==> config.mk <==
export PLATFORM = sky130hd
export DESIGN_NAME = rsa_uart_tx_buffer
export DESIGN_NICKNAME = d
export VERILOG_FILES = /design/src/rtl/rsa_uart_tx_buffer_pkg.sv /design/src/rtl/rsa_uart_tx_buffer_byte_fifo.sv /design/src/rtl/rsa_uart_tx_buffer.sv
export SDC_FILE = /design/constraint.sdc
export NUM_CORES = 1
export LEC_CHECK = 0
export ABC_AREA = 1
export CORE_MARGIN = 5
export CORE_UTILIZATION = 45
export DETAILED_ROUTE_END_ITERATION = 8
export PLACE_DENSITY = 0.61
export SLEW_MARGIN = 20
export SYNTH_ARGS = -nofsm -noshare
export SYNTH_HDL_FRONTEND = slang
export SYNTH_SLANG_ARGS = --single-unit
==> constraint.sdc <==
create_clock -name clk -period 2.8 [get_ports clk]
set_input_delay 0.56 -clock clk [delete_from_list [all_inputs] [get_ports clk]]
set_output_delay 0.56 -clock clk [all_outputs]
set_load 0.01 [all_outputs]
==> src/rtl/rsa_uart_tx_buffer_pkg.sv <==
// Shared types and constants for the RSA result UART transmit buffer.
package rsa_uart_tx_buffer_pkg;

  typedef enum logic [1:0] {
    StIdle,
    StStart,
    StData,
    StStop
  } uart_state_t;

  localparam int unsigned UartDataBits      = 8;
  localparam int unsigned DefaultClksPerBit = 434;
  localparam int unsigned DefaultFifoDepth  = 16;

endpackage

==> src/rtl/rsa_uart_tx_buffer_byte_fifo.sv <==
// Circular byte FIFO; head entry is presented on dout whenever the FIFO is non-empty.
module rsa_uart_tx_buffer_byte_fifo #(
  parameter int unsigned DEPTH = 16,
  parameter int unsigned W     = 8
) (
  input  logic                   clk,
  input  logic                   reset,
  input  logic                   push,
  input  logic                   pop,
  input  logic [W-1:0]           din,
  output logic [W-1:0]           dout,
  output logic                   full,
  output logic                   empty,
  output logic [$clog2(DEPTH):0] count
);

  localparam int unsigned PtrW = $clog2(DEPTH);
  localparam int unsigned CntW = PtrW + 1;

  logic [W-1:0]    mem_q [DEPTH];
  logic [PtrW-1:0] wr_ptr_q, wr_ptr_d;
  logic [PtrW-1:0] rd_ptr_q, rd_ptr_d;
  logic [CntW-1:0] count_q, count_d;
  logic            wr_en, rd_en;

  always_comb begin
    full     = (count_q == CntW'(DEPTH));
    empty    = (count_q == '0);
    // A pop in the same cycle frees the slot, so a push into a full FIFO is still accepted.
    wr_en    = push & (~full | pop);
    rd_en    = pop & ~empty;
    wr_ptr_d = wr_ptr_q;
    rd_ptr_d = rd_ptr_q;
    count_d  = count_q;
    if (wr_en) wr_ptr_d = wr_ptr_q + 1'b1;
    if (rd_en) rd_ptr_d = rd_ptr_q + 1'b1;
    case ({wr_en, rd_en})
      2'b10:   count_d = count_q + 1'b1;
      2'b01:   count_d = count_q - 1'b1;
      default: count_d = count_q;
    endcase
  end

  always_ff @(posedge clk) begin
    if (reset) begin
      wr_ptr_q <= '0;
      rd_ptr_q <= '0;
      count_q  <= '0;
    end else begin
      wr_ptr_q <= wr_ptr_d;
      rd_ptr_q <= rd_ptr_d;
      count_q  <= count_d;
    end
  end

  always_ff @(posedge clk) begin
    if (wr_en) mem_q[wr_ptr_q] <= din;
  end

  assign dout  = mem_q[rd_ptr_q];
  assign count = count_q;

endmodule

==> src/rtl/rsa_uart_tx_buffer.sv <==
// Captures CPU read-data bytes on strobe rising edges, queues them and sends them as UART 8N1.
module rsa_uart_tx_buffer
  import rsa_uart_tx_buffer_pkg::*;
#(
  parameter int unsigned CLKS_PER_BIT = DefaultClksPerBit,
  parameter int unsigned FIFO_DEPTH   = DefaultFifoDepth,
  parameter int unsigned DATA_W       = UartDataBits
) (
  input  logic                        clk,
  input  logic                        reset,
  input  logic                        rd_strobe,
  input  logic [DATA_W-1:0]           byte_in,
  input  logic                        end_flag,
  output logic                        tx,
  output logic                        busy,
  output logic [$clog2(FIFO_DEPTH):0] fifo_count,
  output logic                        overflow,
  output logic                        done
);

  localparam int unsigned CtrW = $clog2(CLKS_PER_BIT);
  localparam int unsigned IdxW = $clog2(DATA_W);
  localparam logic [CtrW-1:0] CtrMax  = CtrW'(CLKS_PER_BIT - 1);
  localparam logic [IdxW-1:0] IdxLast = IdxW'(DATA_W - 1);

  uart_state_t       state_q, state_d;
  logic [DATA_W-1:0] shift_q, shift_d;
  logic [CtrW-1:0]   ctr_q, ctr_d;
  logic [IdxW-1:0]   bit_idx_q, bit_idx_d;
  logic              tx_q, tx_d;
  logic              rd_strobe_q, rd_strobe_d;
  logic              end_seen_q, end_seen_d;
  logic              overflow_q, overflow_d;
  logic              done_q, done_d;

  logic              push, pop, full, empty;
  logic [DATA_W-1:0] fifo_dout;

  assign push = rd_strobe & ~rd_strobe_q;
  assign pop  = (state_q == StIdle) & ~empty;

  rsa_uart_tx_buffer_byte_fifo #(
    .DEPTH (FIFO_DEPTH),
    .W     (DATA_W)
  ) u_fifo (
    .clk   (clk),
    .reset (reset),
    .push  (push),
    .pop   (pop),
    .din   (byte_in),
    .dout  (fifo_dout),
    .full  (full),
    .empty (empty),
    .count (fifo_count)
  );

  always_comb begin
    state_d     = state_q;
    shift_d     = shift_q;
    ctr_d       = ctr_q;
    bit_idx_d   = bit_idx_q;
    tx_d        = tx_q;
    rd_strobe_d = rd_strobe;
    end_seen_d  = end_seen_q | end_flag;
    overflow_d  = overflow_q | (push & full & ~pop);
    done_d      = done_q | (end_seen_q & empty & (state_q == StIdle));

    case (state_q)
      StIdle: begin
        if (!empty) begin
          state_d   = StStart;
          shift_d   = fifo_dout;
          ctr_d     = '0;
          bit_idx_d = '0;
          tx_d      = 1'b0;
        end
      end
      StStart: begin
        if (ctr_q == CtrMax) begin
          state_d = StData;
          ctr_d   = '0;
          tx_d    = shift_q[0];
        end else begin
          ctr_d = ctr_q + 1'b1;
        end
      end
      StData: begin
        if (ctr_q == CtrMax) begin
          ctr_d = '0;
          if (bit_idx_q == IdxLast) begin
            state_d = StStop;
            tx_d    = 1'b1;
          end else begin
            shift_d   = shift_q >> 1;
            bit_idx_d = bit_idx_q + 1'b1;
            tx_d      = shift_d[0];
          end
        end else begin
          ctr_d = ctr_q + 1'b1;
        end
      end
      StStop: begin
        if (ctr_q == CtrMax) begin
          state_d = StIdle;
          ctr_d   = '0;
        end else begin
          ctr_d = ctr_q + 1'b1;
        end
      end
      default: state_d = StIdle;
    endcase
  end

  always_ff @(posedge clk) begin
    if (reset) begin
      state_q     <= StIdle;
      shift_q     <= '0;
      ctr_q       <= '0;
      bit_idx_q   <= '0;
      tx_q        <= 1'b1;
      rd_strobe_q <= 1'b0;
      end_seen_q  <= 1'b0;
      overflow_q  <= 1'b0;
      done_q      <= 1'b0;
    end else begin
      state_q     <= state_d;
      shift_q     <= shift_d;
      ctr_q       <= ctr_d;
      bit_idx_q   <= bit_idx_d;
      tx_q        <= tx_d;
      rd_strobe_q <= rd_strobe_d;
      end_seen_q  <= end_seen_d;
      overflow_q  <= overflow_d;
      done_q      <= done_d;
    end
  end

  assign tx       = tx_q;
  assign busy     = (state_q != StIdle) | ~empty;
  assign overflow = overflow_q;
  assign done     = done_q;

endmodule

Word-level counts from Yosys, hierarchy flattened. Memory sizes are Yosys's and may differ from the RTL's. A register that Yosys moved wholly into a read port is not among the register bits. Cells that the tools add are included.

Flip-flop bits (word level): 40. Memories kept: 1. Latch bits: 0. Memory bits (writable): 128. Input bits: 12. Memory bits (read-only): 0. Output and inout bits: 9.

Memories: u_fifo.mem_q (words 16, bits a word 8, rd ports 1, clocked after Yosys merged registers in 1, wr ports 1, line rsa_uart_tx_buffer_byte_fifo.sv:20) `logic [W-1:0] mem_q [DEPTH];`.

Muxes and demuxes: 27. Bitwise operators: 17. Div/mod/pow operators: 0. Eq/ne operators: 14. Shift operators: 0. Order comparisons: 0. Reductions and logical operators: 10. $add $sub $neg: 6. Multipliers: 0.

Operators with widths (number): 8-bit 2-to-1 mux (3); 9-bit 2-to-1 mux (2); 9-bit case mux with 2 select lines (1); 8-bit case mux with 2 select lines (1); 2-bit inequality test, second input constant (6); 2-bit 2-to-1 mux (5); 5-bit case mux with 2 select lines (1); 9-bit by 1-bit adder with 9-bit output, second input constant (1); 9-bit == test, second input constant (1); 3-bit 2-to-1 mux (3); 4-bit by 1-bit adder with 4-bit output, second input constant (2); 1-bit bitwise AND (8); 4-bit 2-to-1 mux (2); 2-bit case mux with 4 select lines (1); 4-bit AND reduction (2); 2-bit == test, second input constant (3); 1-bit 2-to-1 mux (6); 3-bit case mux with 2 select lines (1); 2-bit nonzero test (3); 5-bit by 1-bit adder with 5-bit output, second input constant (1); 5-bit == test, second input constant (1); 5-bit logical NOT (1); 1-bit bitwise OR (5); 5-bit AND reduction (1); 9 further kinds (13).

Longest topological paths before layout. Gate-level depths: netlist (run 1).

Depth after elaboration: 7. Gate-level depth with buffers: 15. Depth with buffers taken out: 15.

Hierarchy. A second synthesis (run 1) with hierarchy kept.

Cells, all modules: 783. Area, all modules: 7810.0 um2.

By module, submodules not included: rsa_uart_tx_buffer_byte_fifo (times used 1, cells an instance 547, area each 6249.7 um2); rsa_uart_tx_buffer (times used 1, cells an instance 236, area each 1560.2 um2).

Worst setup path before layout (run 1). OpenSTA, ideal clock, no wires.

Path kind: register to register. Start: register state_q[0]. End: register u_fifo.count_q[4], in the netlist u_fifo.count[4]. Cell stages (with the launch flop): 15. Data arrival time: 2.141 ns. Path slack: 0.587 ns. Library setup time: 0.072 ns. Data required time: 2.728 ns. Cells stage by stage: dfxtp_1 -> inv_1 -> ha_1 -> inv_1 -> nand3_1 -> nand2_2 -> ha_1 -> xor2_1 -> ha_1 -> a21o_1 -> nand3_1 -> nand2_1 -> xor2_1 -> nand2_1 -> a21oi_1.

Longest elaborated chain between the ends: 6. Elaborated cells between the ends (all ways): 9. Those cells by class: eq/ne: 2; mux: 1; bitwise: 4; reduce/logical: 2.

RTL lines: from (decl) (line rsa_uart_tx_buffer.sv:26) `uart_state_t state_q, state_d;`; from (signal assigned) (line rsa_uart_tx_buffer.sv:116) `state_q <= StIdle;`; from (signal assigned) (line rsa_uart_tx_buffer.sv:126) `state_q <= state_d;`; 2-bit logical NOT (*) (line rsa_uart_tx_buffer.sv:40) `assign pop = (state_q == StIdle) & ~empty;`; 1-bit bitwise AND (*) (line rsa_uart_tx_buffer.sv:40); 1-bit bitwise OR (line rsa_uart_tx_buffer_byte_fifo.sv:30) `wr_en = push & (~full | pop);`; 1-bit bitwise AND (line rsa_uart_tx_buffer_byte_fifo.sv:30); 2-bit by 1-bit == test with 1-bit output / 2-bit == test (equally long branches) (line rsa_uart_tx_buffer_byte_fifo.sv:37) `case ({wr_en, rd_en})`; 5-bit case mux with 2 select lines / 2-bit nonzero test (equally long branches); to (signal assigned) (line rsa_uart_tx_buffer_byte_fifo.sv:52) `count_q <= count_d;`; to (decl) (line rsa_uart_tx_buffer_byte_fifo.sv:23) `logic [CntW-1:0] count_q, count_d;`.

Mark *: on every way between the ends. The rest lies on a longest branch, timed or not. A chain may end at the register's enable or synchronous reset.

Worst setup path after layout (run 1).
Start: register state_q[1]. End: output port busy.

Longest elaborated chain between the ends: 2.

RTL lines: 2-bit nonzero test (line rsa_uart_tx_buffer.sv:139) `assign busy = (state_q != StIdle) | ~empty;`; 1-bit bitwise OR (line rsa_uart_tx_buffer.sv:139); to (decl) (line rsa_uart_tx_buffer.sv:15) `output logic busy,`.

Every way passes these cells.

==> flow_metrics.tcl, run 1 <==
set metrics [dict create \
    vias 5255 \
    synth_area_um2 7721 \
    crit_buf_inv 2 \
    io_pins 21 \
    nets 867 \
    rrSetupSlack_ns 0.35 \
    clock_path_buffers 2 \
    cts_hold_buf 0 \
    initial_core_util_pct 46.23 \
    numCtsBuffers 17 \
    syn_nets 834 \
    die_y_um 141.0 \
    grt_pass1_wl_um 26010 \
    timing.final.crit_share_pct 91.60 \
    rsz0062_at_grt "no" \
    postRouteAntennaNets 0 \
    yosysMostFrequentCell "nand2_1" \
    synthTopCellsByArea "edfxtp_1 50%, dfxtp_1 11%, nand2_1 11%" \
    vias_per_cell 4.911 \
    skew_ns 0.008925 \
    fin_tns_setup_ns 0 \
    drv_slew 0 \
    holdCritPathClass "reg2reg" \
    nFillCells 1522 \
    slew-limit-headroom_pct 53.57 \
    crit_path_max_incr_delay_ns 0.59 \
    track_usage_pct 16.84 \
    yosys.area.top_type_share_pct 49.78 \
    start_kind "flip-flop" \
    antenna_found_initial 0 \
    yosys.area.top_type "edfxtp_1" \
    period_minus_slack_ns 2.565 \
    avgSynthCellArea_um2 9.603 \
    critPathCaptureType "output port" \
    min_path_cells 2 \
    tritoncts "done" \
    drt-wirelength-per-cell_um 15.01 \
    yosysWarnings 0 \
    fmax_mhz 389.9 \
    netlist_instances 804 \
    ctsRootBufferMaster "clkbuf_16" \
    htreeDepth 4 \
    placementRows 47 \
    clkLatencyLatePin_ns 0.42 \
    dieArea_um2 19880 \
    synth_common_cells "222 x nand2_1, 128 x edfxtp_1, 95 x nand3_1" \
    drtIter0Drc 252 \
    die_x_um 141.0 \
    place_congestion 0.8391 \
    path_cells "inv_1 > ha_1 > nand3_4 > clkdlybuf4s50_1" \
    drive_above_1_share_pct 10.35 \
    tightest_slew_ns 0.6942 \
    synth-async-reset-ratio_pct 0 \
    cap_violations 0 \
    crit_fanout 18 \
    p_leak_nw 3.647 \
    grt-ovfl-total 0 \
    crit_family "buffers and inverters" \
    powerDensity_nw_per_um2 917.8 \
    clock-sinks 172 \
    timing.rr.end "u_fifo.count[4]" \
    ys_seq_area_share_pct 61.19 \
    synth_cell_type_count 34 \
    postCtsSetupBuffers 0 \
    port_buffers 20 \
    ctsResizeCount 0 \
    grt_pass1_vias 5152 \
    hold_viol 0 \
    drtPass1Iterations 5 \
    grt_start_max_net_pins 35 \
    coreArea_um2 16700 \
    rr_startpoint "state_q[1]" \
    critical_path_required_ns 2.24 \
    min-delay-start "done" \
    synth_seq_cells 172 \
    clk_pin_slew_ns 0.06 \
    setup_viol 0 \
    status "finished clean" \
    peakVddDrop_mv 0.4761 \
    critPathArrivalTime_ns 2.00 \
    critical_path_class "reg2out" \
    synth_flop_cell "edfxtp_1" \
    synth_edf_count 128 \
    worst_r2r_path_depth 14 \
    antenna_cells 0 \
    drcViolationCount 0 \
    crit_slowest_cell "clkdlybuf4s50_1" \
    dp_hpwl_um 10550 \
    power_w 0.008097 \
    areaGrowthSynthToFinish_pct 14.26 \
    drt_wl_total_um 16060 \
    whs_endpoint "done" \
]
-- how the worst max path moves through the flow --
stage | startpoint | endpoint | cells after the start
finish | state_q[1] | busy | 4
global placement | rd_strobe | u_fifo.count[4] | 13
floorplan | state_q[0] | u_fifo.count[4] | 14
CTS | state_q[0] | busy | 4
global route | state_q[1] | u_fifo.count[4] | 14
detailed placement | rd_strobe | u_fifo.count[4] | 13
-- layer usage --
metal	part of all wire, %	wire length [um]	global-route usage [%]
met5	0	0	0
met4	2.1	343	6.935
met3	3.7	591	3.082
met2	49	7934	28.45
met1	45	7187	21.39
-- cells by family (layout without fill, tap and decap cells) --
family                     count (synthesis)  after routing  synth area share (%)
and+or+nand+nor                          420            420                 23.09
DFF                                      172            172                 61.19
buffers and inverters                    127            173                 7.357
AOI/OAI and AO/OA                         60             60                 4.651
adders and majority gates                 18             18                 2.917
xor gates and xnor gates                   7              7                0.7941
-- where the power goes --
part           total [W]  internal (W)  switching, W
combinational    0.00249      0.000851       0.00164
sequential       0.00310       0.00291      0.000185
clock            0.00250       0.00158      0.000925
total            0.00810       0.00534       0.00275
-- layout by cell type (no fill, tap or decap) --
master | synthesis | layout
a21o_1 | 1 | 1
o21bai_1 | 1 | 1
nor2_1 | 75 | 75
clkinv_2 | 1 | 3
or2_4 | 1 | 1
clkdlybuf4s50_1 | 0 | 20
inv_2 | 5 | 5
edfxtp_1 | 128 | 128
nor2_2 | 1 | 1
nand3_1 | 95 | 95
clkinv_4 | 0 | 2
o21ai_1 | 1 | 1
o32ai_1 | 1 | 1
o211ai_1 | 2 | 2
clkbuf_1 | 6 | 3
nand2_2 | 13 | 13
dfxtp_2 | 0 | 1
o21ai_0 | 18 | 18
clkinv_1 | 0 | 2
clkinv_8 | 1 | 1
a21oi_1 | 23 | 23
o21a_1 | 2 | 2
inv_6 | 0 | 1
a21oi_2 | 10 | 10
or2_2 | 1 | 1
nor3_1 | 6 | 6
xor2_1 | 7 | 7
bufinv_16 | 0 | 5
nand2_1 | 222 | 222
dfxtp_1 | 44 | 43
clkbuf_16 | 0 | 17
nand4_1 | 4 | 4
inv_1 | 89 | 89
buf_4 | 2 | 25
ha_1 | 18 | 18
nand3_4 | 2 | 2
a211oi_1 | 1 | 1
-- stage by stage --
stage / util (%) / cells / setup slack [ns] / hold slack (ns) / cell area [um2]
2_1_floorplan: - / 804 / 0.5869 / 0.4382 / 7721
3_3_place_gp: 49.05 / 1038 / 0.2350 / 0.4519 / 8192
3_5_place_dp: 49.05 / 1038 / 0.1690 / 0.4580 / 8192
4_1_cts: 52.82 / 1070 / 0.2178 / 0.4727 / 8822
5_1_grt: 52.82 / 1070 / 0.08213 / 0.4882 / 8822
6_report: 52.82 / 1070 / 0.2352 / 0.4651 / 8822
-- layout make-up --
type	instances	area, um2	area share (%)
clock inverters	12	193.9	2.198
flip-flops and latches	172	4726	53.57
inverters	96	374.1	4.241
repair buffers	45	387.9	4.397
multi-input cells	505	2429	27.53
well taps	220	275.3	3.120
clock buffers	20	436.7	4.950
-- worst register-to-register path, cell delays in order, from the launching register on --
cell and delay (ns):
dfxtp_1 0.39, inv_1 0.10, ha_1 0.26, inv_1 0.11
nand3_1 0.12, nand2_2 0.09, ha_1 0.27, xor2_1 0.24
ha_1 0.18, a21o_1 0.11, nand3_1 0.09, nand2_1 0.10
xor2_1 0.14, nand2_1 0.06, a21oi_1 0.11
-- state kept, by name, indices dropped and copies added (netlist names), named ones only --
name and flops:
bit_idx_q 3, u_fifo.mem_q 128, u_fifo.wr_ptr_q 4, tx 1, ctr_q 9, rd_strobe_q 1
end_seen_q 1, overflow 1, done 1, u_fifo.rd_ptr_q 4, state_q 2, u_fifo.count 5
shift_q 8
No activity file was read; power rests on OpenSTA's default activity.
==> run 2, diff against run 1 <==
clock period = 2.9 ns   (was 2.8 ns; I/O delays follow)
==> flow_metrics.tcl, run 2 (synthesized netlist as in run 1, its figures left out) <==
set metrics [dict create \
    status "finished clean" \
    grt_start_max_net_pins 68 \
    die_x_um 141.0 \
    pwr-share-seq_pct 38.4 \
    initial_core_util_pct 46.23 \
    switching_share_pct 35.21 \
    antenna_cells 0 \
    nets 864 \
    reg_top3 "u_fifo.mem_q: 128 flops, ctr_q: 9 flops, shift_q: 8 flops" \
    peakVddDrop_mv 0.4509 \
    areaGrowthSynthToFinish_pct 13.53 \
    p_leak_nw 3.605 \
    period_minus_slack_ns 2.594 \
    crit_slowest_cell "clkdlybuf4s50_1" \
    critPathArrivalTime_ns 2.01 \
    rrSetupSlack_ns 0.45 \
    clock-sinks 172 \
    drt_wl_total_um 16500 \
    gr-max-usage-layer "met2" \
    postRouteAntennaNets 0 \
    grt_pass1_wl_um 27230 \
    slew-limit-headroom_pct 51.13 \
    antenna_found_initial 0 \
    clkLatencyLatePin_ns 0.42 \
    tightest_slew_ns 0.7330 \
    io_pins 21 \
    die_y_um 141.0 \
    seq_area_um2 4726 \
    postCtsSetupBuffers 0 \
    fin_tns_setup_ns 0 \
    vias_per_cell 5.000 \
    multi_input_area_um2 2429 \
    power_switching_w 0.002700 \
    cap_violations 0 \
    critical_path_class "reg2out" \
    drcViolationCount 0 \
    top_register "u_fifo.mem_q" \
    power_w 0.007669 \
    drive_above_1_share_pct 10.15 \
    drtIter0Drc 380 \
    grtUsageMet3_pct 3.894 \
    crit_family "buffers and inverters" \
    dp_hpwl_um 10340 \
    worst_r2r_path_depth 13 \
    vias 5335 \
    crit_buf_inv 2 \
    crit_fanout 18 \
    powerDensity_nw_per_um2 874.9 \
    crit_path_max_incr_delay_ns 0.59 \
    grt-ovfl-total 0 \
    place_congestion 0.8503 \
    drtPass1Iterations 6 \
    coreArea_um2 16700 \
    final_common_cell "nand2_1" \
    placementRows 47 \
    holdCritPathClass "reg2reg" \
    grt_pass1_vias 5302 \
    port_buffers 20 \
    dieArea_um2 19880 \
    drv_slew 0 \
    pwr-share-clk_pct 29.9 \
    rsz0062_at_grt "no" \
    path_cells "inv_1 > ha_1 > nand3_4 > clkdlybuf4s50_1" \
    htreeDepth 4 \
    ctsResizeCount 0 \
    nFillCells 1499 \
    clk_pin_slew_ns 0.06 \
    p_comb_share_pct 31.7 \
    p_int_w 0.004969 \
    tritoncts "done" \
    rr_startpoint "state_q[0]" \
    hold_viol 0 \
    use_met1_pct 22.53 \
    critPathCaptureType "output port" \
    numCtsBuffers 17 \
    min_path_cells 2 \
    whs_endpoint "done" \
    clock_path_buffers 2 \
    final_cell_mix "222 x nand2_1, 128 x edfxtp_1, 95 x nand3_1" \
    fmax_mhz 385.5 \
    setup_viol 0 \
    drt-wirelength-per-cell_um 15.47 \
    timing.final.crit_share_pct 89.45 \
    largest_reg_flops 128 \
    cts_hold_buf 0 \
    min-delay-start "done" \
    timing.rr.end "u_fifo.count[4]" \
    ctsRootBufferMaster "clkbuf_16" \
    skew_ns 0.007947 \
    start_kind "flip-flop" \
    globalRouteMet2Util_pct 29.03 \
    critical_path_required_ns 2.32 \
    track_usage_pct 17.57 \
]
-- run 2: cell types whose count changed in the layout (fill, tap and decap cells not counted), sizes merged --
cell,before,now
buf,25,22
clkinvlp,0,3
bufinv,5,3
clkbuf,20,18
inv,95,97
clkinv,8,7
-- run 2: through the flow --
| stage | std cells | setup slack (ns) | util (%) | hold WS, ns | cell area (um2) |
|---|---|---|---|---|---|
| after global placement | 1035 | 0.3122 | 48.91 | 0.4530 | 8169 |
| after global routing | 1067 | 0.2041 | 52.49 | 0.4879 | 8766 |
| final | 1067 | 0.3060 | 52.49 | 0.4681 | 8766 |
| after floorplan | 804 | 0.6869 | - | 0.4382 | 7721 |
| after CTS | 1067 | 0.2837 | 52.49 | 0.4741 | 8766 |
| after detailed placement | 1035 | 0.2657 | 48.91 | 0.4595 | 8169 |
-- run 2: area by class of cell --
class                      count  share of cell area (%)
timing repair buffer          42                   4.168
inverter                      96                   4.268
tap                          220                   3.140
clock inverter                14                   1.913
multi-input combinational    505                   27.70
sequential                   172                   53.91
clock buffer                  18                   4.896
-- run 2: how the worst max path moves through the flow --
stage,depth (start not counted),from,end,slack [ns]
after CTS,4,state_q[0],busy,0.28
after floorplan,14,state_q[0],u_fifo.count[4],0.69
after detailed placement,13,rd_strobe,u_fifo.count[4],0.27
final,4,state_q[0],busy,0.31
after global placement,13,rd_strobe,u_fifo.count[4],0.31
after global routing,4,state_q[0],busy,0.20
-- run 2: worst register-to-register path: cells and delay by family, from the launching register on --
kind	cells	cell delay, ns
compound gates	2	0.23
xor+xnor	2	0.36
fa+ha+maj	3	0.78
buf+inv	2	0.32
flops	1	0.34
simple gates	4	0.35
-- run 2: layer usage --
| metal | share of wire (%) | vias to the layer above |
|---|---|---|
| li1 | - | 2686 |
| met1 | 44 | 2502 |
| met2 | 49 | 115 |
| met3 | 4.8 | 32 |
| met4 | 2.7 | 0 |
| met5 | 0 | - |
-- run 2: power by group through the flow --
stage | Combinational (W) | Sequential, W | Clock, W
after floorplan | 0.00194 | 0.00298 | 0
after global placement | 0.00238 | 0.00298 | 0
after CTS | 0.00245 | 0.00294 | 0.00234
after global routing | 0.00280 | 0.00296 | 0.00245
after detailed placement | 0.00243 | 0.00299 | 0
final | 0.00243 | 0.00294 | 0.00229
==> run 3, diff against run 2 <==
CTS_CLUSTER_DIAMETER = 30   (was default)
==> results of run 3 <==
The final DEF is identical to that of run 2; final timing and power are the same.
